File: src/rtl/axi_bridge_pkg.sv
// axi_bridge_pkg: shared state encodings, AXI constants and line-offset helper for the AXI bridge
package axi_bridge_pkg;

    typedef enum logic [1:0] {R_IDLE, R_AR, R_DATA} rstate_t;
    typedef enum logic [1:0] {W_IDLE, W_AW, W_DATA, W_B} wstate_t;

    localparam logic [1:0] BURST_INCR = 2'b01;
    localparam logic [3:0] ID_INST    = 4'd0;
    localparam logic [3:0] ID_DATA    = 4'd1;

    function automatic int line_off(input int line_words);
        return $clog2(line_words * 4);
    endfunction

endpackage

File: src/rtl/axi_wr_serializer.sv
// axi_wr_serializer: walks a latched cache line out on the W channel, one word per wready beat
module axi_wr_serializer
    import axi_bridge_pkg::*;
#(
    parameter int DATA_W     = 32,
    parameter int LINE_WORDS = 4
) (
    input  logic                         aclk,
    input  logic                         aresetn,
    input  logic                         start,
    input  logic                         active,
    input  logic [DATA_W*LINE_WORDS-1:0] line,
    input  logic [7:0]                   len,
    input  logic [DATA_W/8-1:0]          strb,
    input  logic                         wready,
    output logic                         wvalid,
    output logic [DATA_W-1:0]            wdata,
    output logic [DATA_W/8-1:0]          wstrb,
    output logic                         wlast,
    output logic                         fire_last
);

    localparam int CW = (LINE_WORDS > 1) ? $clog2(LINE_WORDS) : 1;

    logic [CW-1:0]     cnt;
    logic [DATA_W-1:0] words [LINE_WORDS];

    for (genvar i = 0; i < LINE_WORDS; i++) begin : g_words
        assign words[i] = line[i*DATA_W +: DATA_W];
    end

    assign wvalid    = active;
    assign wdata     = words[cnt];
    assign wstrb     = (len == 8'd0) ? strb : '1;
    assign wlast     = 8'(cnt) == len;
    assign fire_last = active && wready && wlast;

    // beat counter: cleared when a new line is accepted, advances on every W handshake
    always_ff @(posedge aclk) begin
        if (!aresetn || start) cnt <= '0;
        else if (active && wready) cnt <= cnt + 1'b1;
    end

endmodule

File: src/rtl/axi_bridge.sv
// axi_bridge: single AXI3 master shared by I-cache refill, D-cache refill and D-cache write-back
module axi_bridge
    import axi_bridge_pkg::*;
#(
    parameter int ADDR_W     = 32,
    parameter int DATA_W     = 32,
    parameter int LINE_WORDS = 4
) (
    input  logic                         aclk,
    input  logic                         aresetn,
    input  logic                         inst_rd_req,
    input  logic [ADDR_W-1:0]            inst_rd_addr,
    input  logic [7:0]                   inst_rd_len,
    output logic                         inst_rd_rdy,
    output logic                         inst_ret_valid,
    output logic                         inst_ret_last,
    output logic [DATA_W-1:0]            inst_ret_data,
    input  logic                         data_rd_req,
    input  logic [ADDR_W-1:0]            data_rd_addr,
    input  logic [7:0]                   data_rd_len,
    input  logic [2:0]                   data_rd_size,
    output logic                         data_rd_rdy,
    output logic                         data_ret_valid,
    output logic                         data_ret_last,
    output logic [DATA_W-1:0]            data_ret_data,
    input  logic                         data_wr_req,
    input  logic [ADDR_W-1:0]            data_wr_addr,
    input  logic [7:0]                   data_wr_len,
    input  logic [2:0]                   data_wr_size,
    input  logic [DATA_W/8-1:0]          data_wr_strb,
    input  logic [DATA_W*LINE_WORDS-1:0] data_wr_data,
    output logic                         data_wr_rdy,
    output logic                         data_wr_done,
    output logic [3:0]                   arid,
    output logic [ADDR_W-1:0]            araddr,
    output logic [7:0]                   arlen,
    output logic [2:0]                   arsize,
    output logic [1:0]                   arburst,
    output logic [1:0]                   arlock,
    output logic [3:0]                   arcache,
    output logic [2:0]                   arprot,
    output logic                         arvalid,
    input  logic                         arready,
    input  logic [3:0]                   rid,
    input  logic [DATA_W-1:0]            rdata,
    input  logic [1:0]                   rresp,
    input  logic                         rlast,
    input  logic                         rvalid,
    output logic                         rready,
    output logic [3:0]                   awid,
    output logic [ADDR_W-1:0]            awaddr,
    output logic [7:0]                   awlen,
    output logic [2:0]                   awsize,
    output logic [1:0]                   awburst,
    output logic [1:0]                   awlock,
    output logic [3:0]                   awcache,
    output logic [2:0]                   awprot,
    output logic                         awvalid,
    input  logic                         awready,
    output logic [3:0]                   wid,
    output logic [DATA_W-1:0]            wdata,
    output logic [DATA_W/8-1:0]          wstrb,
    output logic                         wlast,
    output logic                         wvalid,
    input  logic                         wready,
    input  logic [3:0]                   bid,
    input  logic [1:0]                   bresp,
    input  logic                         bvalid,
    output logic                         bready
);

    localparam int         OFF = line_off(LINE_WORDS);
    localparam logic [7:0] LW  = 8'(LINE_WORDS - 1);

    rstate_t                     rstate, rstate_n;
    wstate_t                     wstate, wstate_n;
    logic [ADDR_W-1:0]           rd_addr_q, wr_addr_q;
    logic [7:0]                  rd_len_q, wr_len_q;
    logic [2:0]                  rd_size_q, wr_size_q;
    logic                        rd_owner_q;
    logic [DATA_W/8-1:0]         wr_strb_q;
    logic [DATA_W*LINE_WORDS-1:0] wr_line_q;
    logic                        done_q;
    logic                        haz_d, haz_i, data_acc, inst_acc, wr_acc, fire_last;
    logic                        unused;

    assign unused = ^{rid, rresp, bid, bresp};

    // a read may not overtake a write-back that is still in flight to the same line
    assign haz_d = (wstate != W_IDLE) && (data_rd_addr[ADDR_W-1:OFF] == wr_addr_q[ADDR_W-1:OFF]);
    assign haz_i = (wstate != W_IDLE) && (inst_rd_addr[ADDR_W-1:OFF] == wr_addr_q[ADDR_W-1:OFF]);

    assign data_rd_rdy = aresetn && (rstate == R_IDLE) && !haz_d;
    assign inst_rd_rdy = aresetn && (rstate == R_IDLE) && !data_rd_req && !haz_i;
    assign data_wr_rdy = aresetn && (wstate == W_IDLE);
    assign data_acc    = data_rd_req && data_rd_rdy;
    assign inst_acc    = inst_rd_req && inst_rd_rdy;
    assign wr_acc      = data_wr_req && data_wr_rdy;

    assign arid    = rd_owner_q ? ID_DATA : ID_INST;
    assign araddr  = rd_addr_q;
    assign arlen   = rd_len_q;
    assign arsize  = rd_size_q;
    assign arburst = BURST_INCR;
    assign arlock  = '0;
    assign arcache = '0;
    assign arprot  = '0;

    assign awid    = ID_DATA;
    assign wid     = ID_DATA;
    assign awaddr  = wr_addr_q;
    assign awlen   = wr_len_q;
    assign awsize  = wr_size_q;
    assign awburst = BURST_INCR;
    assign awlock  = '0;
    assign awcache = '0;
    assign awprot  = '0;

    assign inst_ret_data = rdata;
    assign data_ret_data = rdata;
    assign inst_ret_last = rlast;
    assign data_ret_last = rlast;
    assign data_wr_done  = done_q;

    // read state register and the request latch taken on accept
    always_ff @(posedge aclk) begin
        if (!aresetn) begin
            rstate     <= R_IDLE;
            rd_addr_q  <= '0;
            rd_len_q   <= '0;
            rd_size_q  <= '0;
            rd_owner_q <= 1'b0;
        end else begin
            rstate <= rstate_n;
            if (data_acc || inst_acc) begin
                rd_addr_q  <= data_acc ? data_rd_addr : inst_rd_addr;
                rd_len_q   <= data_acc ? data_rd_len : inst_rd_len;
                rd_size_q  <= data_acc ? data_rd_size : 3'b010;
                rd_owner_q <= data_acc;
            end
        end
    end

    // read next-state and channel outputs; R beats are routed to the latched owner
    always_comb begin
        rstate_n       = rstate;
        arvalid        = rstate == R_AR;
        rready         = rstate == R_DATA;
        inst_ret_valid = (rstate == R_DATA) && rvalid && !rd_owner_q;
        data_ret_valid = (rstate == R_DATA) && rvalid && rd_owner_q;
        unique case (rstate)
            R_IDLE:  rstate_n = (data_acc || inst_acc) ? R_AR : R_IDLE;
            R_AR:    rstate_n = arready ? R_DATA : R_AR;
            R_DATA:  rstate_n = (rvalid && rlast) ? R_IDLE : R_DATA;
            default: rstate_n = R_IDLE;
        endcase
    end

    // write state register, latched line/request and the B-response done pulse
    always_ff @(posedge aclk) begin
        if (!aresetn) begin
            wstate    <= W_IDLE;
            wr_addr_q <= '0;
            wr_len_q  <= '0;
            wr_size_q <= '0;
            wr_strb_q <= '0;
            wr_line_q <= '0;
            done_q    <= 1'b0;
        end else begin
            wstate <= wstate_n;
            done_q <= (wstate == W_B) && bvalid;
            if (wr_acc) begin
                wr_addr_q <= data_wr_addr;
                wr_len_q  <= (data_wr_len > LW) ? LW : data_wr_len;
                wr_size_q <= data_wr_size;
                wr_strb_q <= data_wr_strb;
                wr_line_q <= data_wr_data;
            end
        end
    end

    // write next-state and AW/B handshake outputs
    always_comb begin
        wstate_n = wstate;
        awvalid  = wstate == W_AW;
        bready   = wstate == W_B;
        unique case (wstate)
            W_IDLE:  wstate_n = wr_acc ? W_AW : W_IDLE;
            W_AW:    wstate_n = awready ? W_DATA : W_AW;
            W_DATA:  wstate_n = fire_last ? W_B : W_DATA;
            W_B:     wstate_n = bvalid ? W_IDLE : W_B;
            default: wstate_n = W_IDLE;
        endcase
    end

    axi_wr_serializer #(.DATA_W(DATA_W), .LINE_WORDS(LINE_WORDS)) u_ser (
        .aclk      (aclk),
        .aresetn   (aresetn),
        .start     (wr_acc),
        .active    (wstate == W_DATA),
        .line      (wr_line_q),
        .len       (wr_len_q),
        .strb      (wr_strb_q),
        .wready    (wready),
        .wvalid    (wvalid),
        .wdata     (wdata),
        .wstrb     (wstrb),
        .wlast     (wlast),
        .fire_last (fire_last)
    );

endmodule

File: config.mk
export PLATFORM = sky130hd
export DESIGN_NAME = axi_bridge
export DESIGN_NICKNAME = d
export VERILOG_FILES = /design/src/rtl/axi_bridge_pkg.sv /design/src/rtl/axi_wr_serializer.sv /design/src/rtl/axi_bridge.sv
export SDC_FILE = /design/constraint.sdc
export NUM_CORES = 1
export LEC_CHECK = 0
export ABC_AREA = 0
export BUFFER_PORTS_ARGS = -buffer_cell sky130_fd_sc_hd__buf_2
export CORE_AREA = 10 10 203 205
export CTS_CLUSTER_SIZE = 14
export DETAILED_ROUTE_END_ITERATION = 8
export DIE_AREA = 0 0 213 215
export PLACE_DENSITY = 0.51
export SYNTH_ARGS = -nofsm -noshare
export SYNTH_HDL_FRONTEND = slang
export SYNTH_SLANG_ARGS = --single-unit
File: constraint.sdc
create_clock -name aclk -period 2.35 [get_ports aclk]
set_input_delay 0.235 -clock aclk [delete_from_list [all_inputs] [get_ports aclk]]
set_output_delay 0.235 -clock aclk [all_outputs]
set_load 0.02 [all_outputs]
After elaboration in Yosys (flattened, before gate mapping)

Index checks and enable logic that the tools add are counted.

Multiplexer cells: 18
$add $sub $neg: 1
Magnitude comparators: 2
Bitwise operators: 1
Equality and inequality tests: 8
Reductions and logical operators: 28

Operator list:

| kind                                                           | number |
|---|---|
| two-way mux 32 bit                                             | 3 |
| binary-select mux 32 bit (select 2 bit)                        | 1 |
| equality test 28 bit                                           | 2 |
| logical AND 1 bit                                              | 17 |
| two-way mux 8 bit                                              | 2 |
| equality test 2 x 8 -> 1 bit                                   | 1 |
| greater-than comparator 8 x 2 -> 1 bit (second input constant) | 1 |
| logical NOT 8 bit                                              | 1 |
| two-way mux 2 bit                                              | 4 |
| one-hot mux 2 bit (4 select lines)                             | 1 |
| equality test 2 bit (second input constant)                    | 3 |
| one-hot mux 2 bit (3 select lines)                             | 1 |
| logical NOT 1 bit                                              | 5 |
| equality test 2 x 1 -> 1 bit (second input constant)           | 2 |
| logical NOT 2 bit                                              | 2 |
| two-way mux 1 bit                                              | 4 |
| two-way mux 4 bit                                              | 1 |
| greater-or-equal comparator 3 bit (second input constant)      | 1 |
| two-way mux 3 bit                                              | 1 |
| inverter 2 -> 3 bit                                            | 1 |
| adder 2 x 1 -> 2 bit (second input constant)                   | 1 |
| logical OR 1 bit                                               | 2 |
| nonzero test 2 bit                                             | 1 |

Logic and storage cells: 71
Register bits after elaboration: 226
Output and inout bits: 234

Depth between registers and ports, before layout

Depth in word-level cells: 8
Mapped depth: 8
Depth with buffers taken out: 6

Cells and area by module

From an unflattened synthesis, not the netlist that was laid out.

Cells, all modules: 1222
Area, all modules: 10621.4 um2

By module, submodules not included:

| module            | times used | cells an instance | area an instance (um2) |
|---|---|---|---|
| axi_bridge        | 1          | 1159              | 9626.7 |
| axi_wr_serializer | 1          | 63                | 994.7 |

Worst setup path before layout

No wires, ideal clock.

Kind: register to output
From: reg u_ser.cnt[0]
To: out wdata[0]
Cell stages (with the launch flop): 4
Data arrival time: 1.580 ns
Setup slack: 0.535 ns
Buffers on the path: 2
Cell sequence: dfxtp_1 clkbuf_1 buf_2 mux4_2

Cells in the longest elaborated chain, start to end: 4

RTL lines:

| item                                                  | line                    | text |
|---|---|---|
| start: declaration                                    | axi_wr_serializer.sv:25 | `logic [CW-1:0] cnt;` |
| start signal: assignment                              | axi_wr_serializer.sv:41 | `else if (active && wready) cnt <= cnt + 1'b1;` |
| inverter 2 -> 3 bit (implied by the code)             | axi_wr_serializer.sv:33 | `assign wdata = words[cnt];` |
| binary-select mux 32 bit (select 2 bit)               | axi_wr_serializer.sv:33 |  |
| two-way mux 32 bit (implied by the code) (2 in a row) | axi_wr_serializer.sv:33 |  |
| end: declaration                                      | axi_bridge.sv:61        | `output logic [DATA_W-1:0] wdata,` |

Every way passes these cells. The select of a mux whose other input is x is not followed.

Worst setup path after layout

From: reg wr_addr_q[21], in the netlist awaddr[21]
To: out inst_rd_rdy

Cells in the longest elaborated chain, start to end: 4

RTL lines:

| item                     | line              | text |
|---|---|---|
| start: declaration       | axi_bridge.sv:77  | `logic [ADDR_W-1:0] rd_addr_q, wr_addr_q;` |
| start signal: assignment | axi_bridge.sv:173 | `wr_addr_q <= data_wr_addr;` |
| equality test 28 bit     | axi_bridge.sv:91  | `assign haz_i = (wstate != W_IDLE) && (inst_rd_addr[ADDR_W-1:OFF] == wr_addr_q[ADDR_W-1:OFF]);` |
| logical AND 1 bit        | axi_bridge.sv:91  |  |
| logical NOT 1 bit        | axi_bridge.sv:94  | `assign inst_rd_rdy = aresetn && (rstate == R_IDLE) && !data_rd_req && !haz_i;` |
| logical AND 1 bit        | axi_bridge.sv:94  |  |
| end: declaration         | axi_bridge.sv:14  | `output logic inst_rd_rdy,` |

Every way passes these cells.

==> results_dict.tcl <==
set metrics [dict create \
    avgSynthCellArea_um2 8.505 \
    rows 71 \
    grtUsageTotal_pct 16.99 \
    gr-total-overflow 0 \
    synth_ff_type "dfxtp_1" \
    worst_pin_slew_ns 1.010 \
    cts_made_buffers 27 \
    layout.cells.non_filler 2270 \
    start_util_pct 27.94 \
    die_w_um 213 \
    hold_viol 0 \
    cts_max_level 1 \
    final_nets 2088 \
    grt_max_degree 224 \
    fin_area_um2 15910 \
    place_area_um2 12360 \
    synth-xor-area-share_pct 5.052 \
    ys_types 38 \
    setup-tns-final_ns -0.003107 \
    fin_ws_ns -0.003107 \
    ant_nets 0 \
    yosysWarnings 0 \
    yosysTopAreaCellShare_pct 43.50 \
    critPathBufInv 3 \
    ys_ff_latch 226 \
    remaining_drc_errors 0 \
    gp_congestion 0.8793 \
    cp-end-kind "output pin" \
    synth_edf_count 0 \
    layout-drive-gt1-share_pct 31.23 \
    max_slew_margin_pct 32.64 \
    grt_pass1_wl_um 62180 \
    violations "setup timing" \
    cts.sinks 226 \
    finalClockSkew_ns 0.01446 \
    ios 547 \
    critPathKind "register to output pin" \
    synth_top_family_by_area "simple AND/OR/NAND/NOR gates" \
    finalCriticalPeriod_ns 2.353 \
    numPortBuffers 405 \
    cp_max_fo 3 \
    dpl.cell_count 1979 \
    worst_path_most_repeated_cell "buf_6" \
    first_pass_iters 5 \
    cts_buffer_depth 3 \
    slew_viol_final 0 \
    synth_most_common_cell "nand2_1" \
    status "complete, but fails checks" \
    cp-start-kind "register" \
    min_period_over_period_pct 100.1 \
    synth_top_cell_by_area "dfxtp_1" \
    hp-class "primary input to register" \
    async_reset_ff_share_pct 0 \
    first_global_vias 10660 \
    fill_cells 3616 \
    fin_hold_ws_ns 0.03111 \
    synth-compound-area-share_pct 13.12 \
    synth_seq_area_share_pct 43.50 \
    cts_tree "yes" \
    yosys.area_share.adder_pct 0 \
    synth_common_cells "346 x nand2_1, 226 x dfxtp_1, 211 x o21ai_0" \
    p_leak_nw 6.954 \
    vias 10370 \
    synth.area.mux_share_pct 10.78 \
    drt_iter0_markers 675 \
    cts_root_buffer "clkbuf_16" \
    netlist_instances 1223 \
    cp_slowest_stage_delay_ns 0.32 \
    antenna_found_initial 5 \
    cap_violations 0 \
    cp.arrival_ns 2.12 \
    fmax_mhz 425.0 \
    dieArea_um2 45800 \
    synthTopCellsByArea "dfxtp_1 43%, nand2_1 12%, o21ai_0 10%" \
    cp_cell_sequence "buf_6, xor2_1, nor4_1, nand4_1, buf_6, nor2_4, nor3_4, buf_6" \
    die_h_um 215 \
    syn-cell-area_um2 10400 \
    synth_simple_gate_area_share_pct 16.07 \
    finalSetupViolations 1 \
    dpl.hpwl_um 29720 \
    rsz0062_at_grt "true" \
    path_delay_family "simple AND/OR/NAND/NOR gates" \
    wire_per_inst_um 18.51 \
    core_area_um2 37220 \
    clkLatencyLatePin_ns 0.54 \
    routed_wl_um 42010 \
    areaGrowthSynthToFinish_pct 53.00 \
    path_clk_slew_ns 0.06 \
    crit_path_top_delay_cell "dfxtp_2" \
    power.density_nw_per_um2 678.6 \
    total_power_w 0.01080 \
    ir_drop_mv 0.5116 \
    viasPerCell 4.568 \
    cp.required_ns 2.12 \
]
[worst reg2reg max path, cell delays in order, from the launching register on]
cell	delay (ns)
dfxtp_2	0.32
buf_4	0.14
xor2_1	0.18
nor4_2	0.21
nand4_1	0.11
buf_4	0.17
buf_4	0.14
o211ai_4	0.26
buf_4	0.22
o21a_1	0.22
a32o_1	0.19
[layout make-up]
| class | instances | area [um^2] | area share, % |
|---|---|---|---|
| well taps | 474 | 593.1 | 3.727 |
| inverters | 2 | 7.507 | 0.04717 |
| diodes | 3 | 7.507 | 0.04717 |
| multi-input cells | 841 | 4916 | 30.89 |
| clock inverters | 4 | 95.09 | 0.5975 |
| repair buffers | 677 | 4932 | 30.99 |
| clock buffers | 43 | 805.8 | 5.063 |
| flip-flops and latches | 226 | 4557 | 28.63 |
[final timing paths]
kind | startpoint | endpoint | slack (ns) | cells after the start
worst max-delay path | awaddr[21]$_SDFFE_PN0P_ | inst_rd_rdy | -0.003 | 8
worst min-delay path | data_rd_addr[11] | araddr[11]$_SDFFE_PN0P_ | 0.03 | 3
worst max register to register | awaddr[21]$_SDFFE_PN0P_ | arsize[2]$_SDFFE_PN0P_ | 0.13 | 10
worst min register to register | wr_line_q[98]$_SDFFE_PN0P_ | wr_line_q[98]$_SDFFE_PN0P_ | 0.45 | 2
[metrics by stage]
stage	utilization, %	setup WS, ns
after floorplan	-	0.5351
after global placement	33.22	0.2164
after detailed placement	33.22	0.1988
after CTS	41.98	-0.02979
after global routing	42.75	-0.1173
final	42.75	-0.003107
[power breakdown]
| part | internal (W) | total, W | switching, W |
|---|---|---|---|
| combinational | 0.000998 | 0.00216 | 0.00116 |
| sequential | 0.00416 | 0.00438 | 0.000213 |
| clock | 0.00265 | 0.00426 | 0.00161 |
[cell families after synthesis]
family / count (synthesis)
AOI/OAI and AO/OA: 266
other: 2
buffers and inverters: 187
xor gates and xnor gates: 60
and+or+nand+nor: 410
DFF: 226
muxes: 72
[flip-flops by register name, indices dropped and copies added (netlist names), 2 cells and up]
signal,cells
wstate,2
awlen,8
u_ser.cnt,2
rstate,2
araddr,32
awsize,3
awaddr,32
wr_strb_q,4
wr_line_q,128
arlen,8
arsize,3
[metal layers]
layer  part of all wire (%)  track usage (%)  wire length [um]  up-vias
met5                  0.069                0                29        -
met4                    2.8            5.499              1186        4
met3                     10            6.622              4330       57
met2                     47            28.56             19850      454
met1                     40            19.25             16620     4778
li1                       -                -                 -     5076
[cells in the final DEF, fill, tap and decap left out, drive strengths merged, types with 7 or more instances in the layout]
master / instances
nor2b: 7
mux4: 32
dfxtp: 226
nor2: 13
dlygate4sd3: 226
buf: 447
conb: 33
nor4: 14
o21ai: 214
xor2: 60
mux2i: 40
and3: 9
nand2: 346
clkbuf: 47
a21oi: 43
[repair_timing]
action | 4_1_cts | 5_1_grt
pin swaps | 8 | 21
cloned | 0 | 5
endpoints found under the hold margin | 206 | 0
endpoints found under the setup margin | 6 | 65
gates resized for setup | 15 | 44
hold buffers | 226 | 0
setup buffers | 7 | 7
Note: power is estimated with default switching activity, not from simulation.
